===== src/rtl/exc_trap_ctrl.sv =====
// rtl/exc_trap_ctrl.sv - exception/interrupt sequencer and CP0 SR/Cause/EPC/PRId owner
module exc_trap_ctrl #(
    parameter logic [31:0] HANDLER_ADDR = 32'h0000_4180,
    parameter logic [31:0] PRID         = 32'h4D49_5053,
    parameter int          INT_W        = 6
) (
    input  logic             clk,
    input  logic             reset,
    input  logic [INT_W-1:0] HWInt,
    input  logic             ErrorRlE,
    input  logic [31:0]      PCE,
    input  logic             BDE,
    input  logic             EretE,
    input  logic             MulBusyE,
    input  logic             CP0WeE,
    input  logic [4:0]       CP0AddrE,
    input  logic [31:0]      CP0WDataE,
    output logic [31:0]      CP0RData,
    output logic             InterruptRequest,
    output logic             Nullify,
    output logic             StallFD,
    output logic             RedirectValid,
    output logic [31:0]      RedirectPC,
    output logic             EXL
);

    typedef enum logic [1:0] {S_RUN, S_DRAIN, S_TRAP, S_RETURN} state_t;

    state_t             state_q, state_d;
    logic [INT_W-1:0]   im_q, im_d;
    logic [INT_W-1:0]   ip_q, ip_d;
    logic               ie_q, ie_d;
    logic               exl_q, exl_d;
    logic               bd_q, bd_d;
    logic               irq_q, irq_d;
    logic [4:0]         exc_code_q, exc_code_d;
    logic [31:0]        epc_q, epc_d;

    logic               int_pend;
    logic               trap_entry;
    logic               trap_irq;
    logic [4:0]         trap_code;
    logic               cp0_wr;

    assign int_pend = (|(HWInt & im_q)) & ie_q & ~exl_q & (PCE != 32'd0);
    assign EXL      = exl_q;

    always_comb begin
        state_d          = state_q;
        trap_entry       = 1'b0;
        trap_irq         = 1'b0;
        trap_code        = 5'd0;
        Nullify          = 1'b0;
        RedirectValid    = 1'b0;
        RedirectPC       = 32'd0;
        InterruptRequest = 1'b0;
        StallFD          = 1'b0;
        case (state_q)
            S_RUN: begin
                if (ErrorRlE) begin
                    state_d    = S_TRAP;
                    trap_entry = 1'b1;
                    trap_code  = 5'd10;
                end else if (int_pend && MulBusyE) begin
                    state_d = S_DRAIN;
                end else if (int_pend) begin
                    state_d    = S_TRAP;
                    trap_entry = 1'b1;
                    trap_irq   = 1'b1;
                end else if (EretE) begin
                    state_d = S_RETURN;
                end
            end
            S_DRAIN: begin
                // Losing the interrupt wins over the multiplier finishing: no reason left to trap.
                StallFD = 1'b1;
                if (!int_pend) begin
                    state_d = S_RUN;
                end else if (!MulBusyE) begin
                    state_d    = S_TRAP;
                    trap_entry = 1'b1;
                    trap_irq   = 1'b1;
                end
            end
            S_TRAP: begin
                Nullify          = 1'b1;
                RedirectValid    = 1'b1;
                RedirectPC       = HANDLER_ADDR;
                InterruptRequest = irq_q;
                state_d          = S_RUN;
            end
            S_RETURN: begin
                Nullify       = 1'b1;
                RedirectValid = 1'b1;
                RedirectPC    = epc_q;
                state_d       = S_RUN;
            end
            default: state_d = S_RUN;
        endcase
    end

    assign cp0_wr = CP0WeE && (state_q == S_RUN) && (state_d == S_RUN);

    always_comb begin
        im_d       = im_q;
        ie_d       = ie_q;
        exl_d      = exl_q;
        bd_d       = bd_q;
        irq_d      = irq_q;
        exc_code_d = exc_code_q;
        epc_d      = epc_q;
        ip_d       = HWInt;
        if (cp0_wr && CP0AddrE == 5'd12) begin
            im_d  = CP0WDataE[10 +: INT_W];
            exl_d = CP0WDataE[1];
            ie_d  = CP0WDataE[0];
        end
        if (cp0_wr && CP0AddrE == 5'd14) begin
            epc_d = CP0WDataE;
        end
        if (trap_entry) begin
            exc_code_d = trap_code;
            irq_d      = trap_irq;
            // A nested exception keeps the outer return point.
            if (!exl_q) begin
                epc_d = BDE ? (PCE - 32'd4) : PCE;
                bd_d  = BDE;
            end
        end
        if (state_q == S_TRAP) begin
            exl_d = 1'b1;
        end else if (state_q == S_RETURN) begin
            exl_d = 1'b0;
        end
    end

    always_ff @(posedge clk or negedge reset) begin
        if (!reset) begin
            state_q    <= S_RUN;
            im_q       <= '0;
            ip_q       <= '0;
            ie_q       <= 1'b0;
            exl_q      <= 1'b0;
            bd_q       <= 1'b0;
            irq_q      <= 1'b0;
            exc_code_q <= 5'd0;
            epc_q      <= 32'd0;
        end else begin
            state_q    <= state_d;
            im_q       <= im_d;
            ip_q       <= ip_d;
            ie_q       <= ie_d;
            exl_q      <= exl_d;
            bd_q       <= bd_d;
            irq_q      <= irq_d;
            exc_code_q <= exc_code_d;
            epc_q      <= epc_d;
        end
    end

    always_comb begin
        CP0RData = 32'd0;
        case (CP0AddrE)
            5'd12: begin
                CP0RData[10 +: INT_W] = im_q;
                CP0RData[1]           = exl_q;
                CP0RData[0]           = ie_q;
            end
            5'd13: begin
                CP0RData[31]          = bd_q;
                CP0RData[10 +: INT_W] = ip_q;
                CP0RData[6:2]         = exc_code_q;
            end
            5'd14:   CP0RData = epc_q;
            5'd15:   CP0RData = PRID;
            default: CP0RData = 32'd0;
        endcase
    end

endmodule


===== config.mk =====
export PLATFORM = sky130hd
export DESIGN_NAME = exc_trap_ctrl
export DESIGN_NICKNAME = d
export VERILOG_FILES = /design/src/rtl/exc_trap_ctrl.sv
export SDC_FILE = /design/constraint.sdc
export NUM_CORES = 1
export LEC_CHECK = 0
export CAP_MARGIN = 0
export CORE_ASPECT_RATIO = 1.75
export CORE_MARGIN = 2
export CORE_UTILIZATION = 44
export CTS_BUF_LIST = sky130_fd_sc_hd__clkbuf_4 sky130_fd_sc_hd__clkbuf_8
export CTS_CLUSTER_SIZE = 8
export DETAILED_ROUTE_END_ITERATION = 8
export GPL_TIMING_DRIVEN = 0
export HOLD_SLACK_MARGIN = 0.12
export PLACE_DENSITY = 0.94
export SETUP_SLACK_MARGIN = 0.1
export SYNTH_ARGS = -nofsm -noshare
export SYNTH_HDL_FRONTEND = slang
export SYNTH_SLANG_ARGS = --single-unit

===== constraint.sdc =====
create_clock -name clk -period 2.32 [get_ports clk]
set_input_delay 0.232 -clock clk [delete_from_list [all_inputs] [get_ports clk]]
set_output_delay 0.232 -clock clk [all_outputs]
set_load 0.01 [all_outputs]

==> flow_summary.json <==
{
  "outcome": "finished, violations left",
  "violations": "negative setup slack",
  "grt_overflow_total": 0,
  "synth.ff_latch_count": 51,
  "die_w_um": 70.6,
  "min_path_cells": 1,
  "clock_latency_ns": 0.32,
  "coreArea_um2": 7570,
  "final_core_util": 0.796,
  "ant_nets": 0,
  "grt_setup_unrepaired": "yes",
  "synthCells": 383,
  "grt_max_degree": 37,
  "drive_above_1_share": 0.233,
  "setup_viol": 3,
  "relSlewSlack": 0.605,
  "hold_violations": 0,
  "cts_sinks": 51,
  "max_stage_delay_ns": 0.54,
  "drc": 0,
  "rows": 42,
  "use_met2": 0.604,
  "worstReg2RegEnd": "epc_q[7]",
  "critPathMostFrequentCell": "clkdlybuf4s50_1",
  "pin_count": 151,
  "rr_worst_depth": 8,
  "synth_edf_count": 0,
  "drt-initial-drc-count": 512,
  "worst-path-buf-inv": 3,
  "max_freq_ghz": 0.420,
  "num_vias": 4267,
  "synth_nets": 467,
  "power_density_nw_per_um2": 548,
  "wl_per_cell_um": 24.9,
  "r2r_start": "im_q[2]",
  "path_cells": "clkdlybuf4s50_1 > and3b_2 > nand2_2 > nor2_4 > clkbuf_8 > and2_1 > clkdlybuf4s50_1",
  "hp-class": "in2reg",
  "endpoint_kind": "output pin",
  "gr-usage-all-layers": 0.339,
  "ir_drop_uv": 422,
  "die_h_um": 121,
  "synthFlopType": "dfrtp_1",
  "ys_warn_count": 0,
  "hp-start": "HWInt[0]",
  "gp_congestion": 0.968,
  "hold_path_end": "ip_q[0]",
  "min_period_ns": 2.38,
  "ys_seq_area_frac": 0.373,
  "reg2reg_setup_slack_ns": 0.19,
  "vias_per_cell": 6.44,
  "routed_wl_um": 16500,
  "start_kind": "primary input",
  "leakagePower_nw": 3.12,
  "cts_max_level": 2,
  "firstDrtPassIters": 6,
  "tightestPinTransition_ns": 0.585,
  "initial_utilization": 0.452,
  "critPathRequiredTime_ns": 2.09,
  "io_buffers": 150,
  "gr-usage-met3": 0.0692,
  "area_delta_synth_final_pct": 76.1,
  "skew_ns": 0.00414,
  "max_cap_violations": 0,
  "crit_slowest_cell": "clkdlybuf4s50_1",
  "die_area_um2": 8520,
  "post-route-period-util": 1.03,
  "power_mw": 3.30,
  "cts_buffer_depth": 2,
  "met1_usage": 0.338,
  "grt_pass1_wl_um": 22300,
  "drv_slew": 0,
  "cp.arrival_ns": 2.15,
  "ys_types": 43,
  "antenna_found_initial": 0,
  "instances_no_fill": 663,
  "dp_hpwl_um": 9800,
  "cts_root_buf": "clkbuf_8",
  "synth.avg_cell_area_um2": 8.93,
  "critPathKind": "in2out",
  "cts-buffers-inserted": 5,
  "crit_fanout": 10,
  "diodes": 0,
  "tritoncts": "built",
  "grt.busiest_layer": "met2",
  "path_clk_slew_ns": 0.09,
  "setup_slack_ns": -0.0629,
  "dp.cells": 622,
  "crit_family": "buffers and inverters",
  "fin_nets": 658,
  "grt_pass1_vias": 4176,
  "synth_area_um2": 3420,
  "place_area_um2": 5080,
  "final_cell_area_um2": 6020,
  "async_flop_share": 1.00
}
cell usage in the layout, fill, tap and decap left out, types with 7 or more instances in the layout:
cell             netlist  routed
mux2_2                 9       7
nor3_1                11       7
clkdlybuf4s50_1        0      93
dfrtp_1               51      49
buf_4                  1      25
buf_12                 0       7
xnor2_1               10      10
and3_1                30      30
clkbuf_2               0       8
xor2_1                17      17
and2_1                11      11
o21ai_1               21      21
dlymetal6s2s_1         0      28
clkbuf_8               0      14
nor4_4                 0       8
dlygate4sd2_1          0      21
nor2_1                36      34
mux2i_1               43      36
nand2_1               39      38
buf_6                  0       8
worst max path at each step:
stage	from	to	slack (ns)	cells after the start
after global placement	PCE[14]	epc_q[11]	-0.87	8
after global routing	CP0AddrE[3]	CP0RData[14]	-0.17	7
after floorplan	PCE[8]	epc_q[1]	0.06	7
after CTS	CP0AddrE[2]	CP0RData[9]	0.04	7
after detailed placement	PCE[14]	epc_q[1]	-0.91	8
final	CP0AddrE[3]	CP0RData[2]	-0.06	7
per-stage QoR:
| stage | worst slack [ns] | setup TNS [ns] | hold WS [ns] |
|---|---|---|---|
| 2_1_floorplan | 0.0567 | 0 | -0.0636 |
| 3_3_place_gp | -0.867 | -61.53 | 0.471 |
| 3_5_place_dp | -0.908 | -44.63 | 0.174 |
| 4_1_cts | 0.0387 | 0 | 0.249 |
| 5_1_grt | -0.170 | -0.466 | 0.129 |
| 6_report | -0.0629 | -0.0992 | 0.133 |
logic make-up (layout without fill, tap and decap cells):
kind of cell / count (synthesis) / after routing / synth area share
simple gates: 160 / 160 / 0.241
compound gates: 58 / 58 / 0.115
mux: 52 / 52 / 0.156
flops: 51 / 51 / 0.373
buf+inv: 33 / 225 / 0.0388
xor+xnor: 27 / 27 / 0.0692
fa+ha+maj: 2 / 2 / 0.00732
registers in the layout, indices dropped and copies added (netlist names):
signal and flops:
epc_q 32, im_q 6, irq_q 1, ip_q 6
EXL 1, ie_q 1, bd_q 1, state_q 2
exc_code_q 1
layout make-up:
class,count,area (um2)
clock inverter,1,7.51
inverter,7,26.3
multi-input combinational,299,2360
tap,88,110
sequential,51,1280
timing repair buffer,186,1890
clock buffer,7,96.3
buffer,24,248
fill,414,1550
power breakdown:
part | switching [mW] | leakage [nW] | total [mW] | internal, mW
Sequential | 0.354 | 0.628 | 1.54 | 1.19
Clock | 0.318 | 0.0505 | 0.590 | 0.272
Combinational | 0.585 | 2.44 | 1.17 | 0.582
metal layers:
layer  vias up  part of all wire  wire length, um
met5         -                 0                0
met4         0             0.092             1520
met3       125             0.077             1280
met2       372              0.52             8510
met1      2030              0.31             5180
li1       1740                 -                -
cells in the mapped netlist, drive strengths merged (3+ instances only):
master  count  share of area
o21ai      28          0.041
nor3       11          0.016
xor2       17          0.044
mux2i      43           0.13
nor2       36          0.040
mux2        9          0.030
or2         5         0.0091
and3       30          0.055
a221oi      4          0.010
buf         5         0.0081
xnor2      10          0.026
nand2      39          0.043
o21a        3         0.0066
inv         7         0.0077
and2       11          0.020
a21oi       5         0.0073
dfrtp      51           0.37
nor4       12          0.022
a22oi       5          0.011
or4         4         0.0099
clkbuf     21          0.023
nand3       5          0.010
what timing repair did:
item / 4_1_cts / 5_1_grt
endpoints found under the setup margin: 100 / 92
hold buffers: 1 / 0
pin swaps: 17 / 17
buffers inserted: 19 / 17
gates resized for setup: 126 / 89
gates cloned: 2 / 0
endpoints found under the hold margin: 15 / 0
No activity file was read; power rests on OpenSTA's default activity.
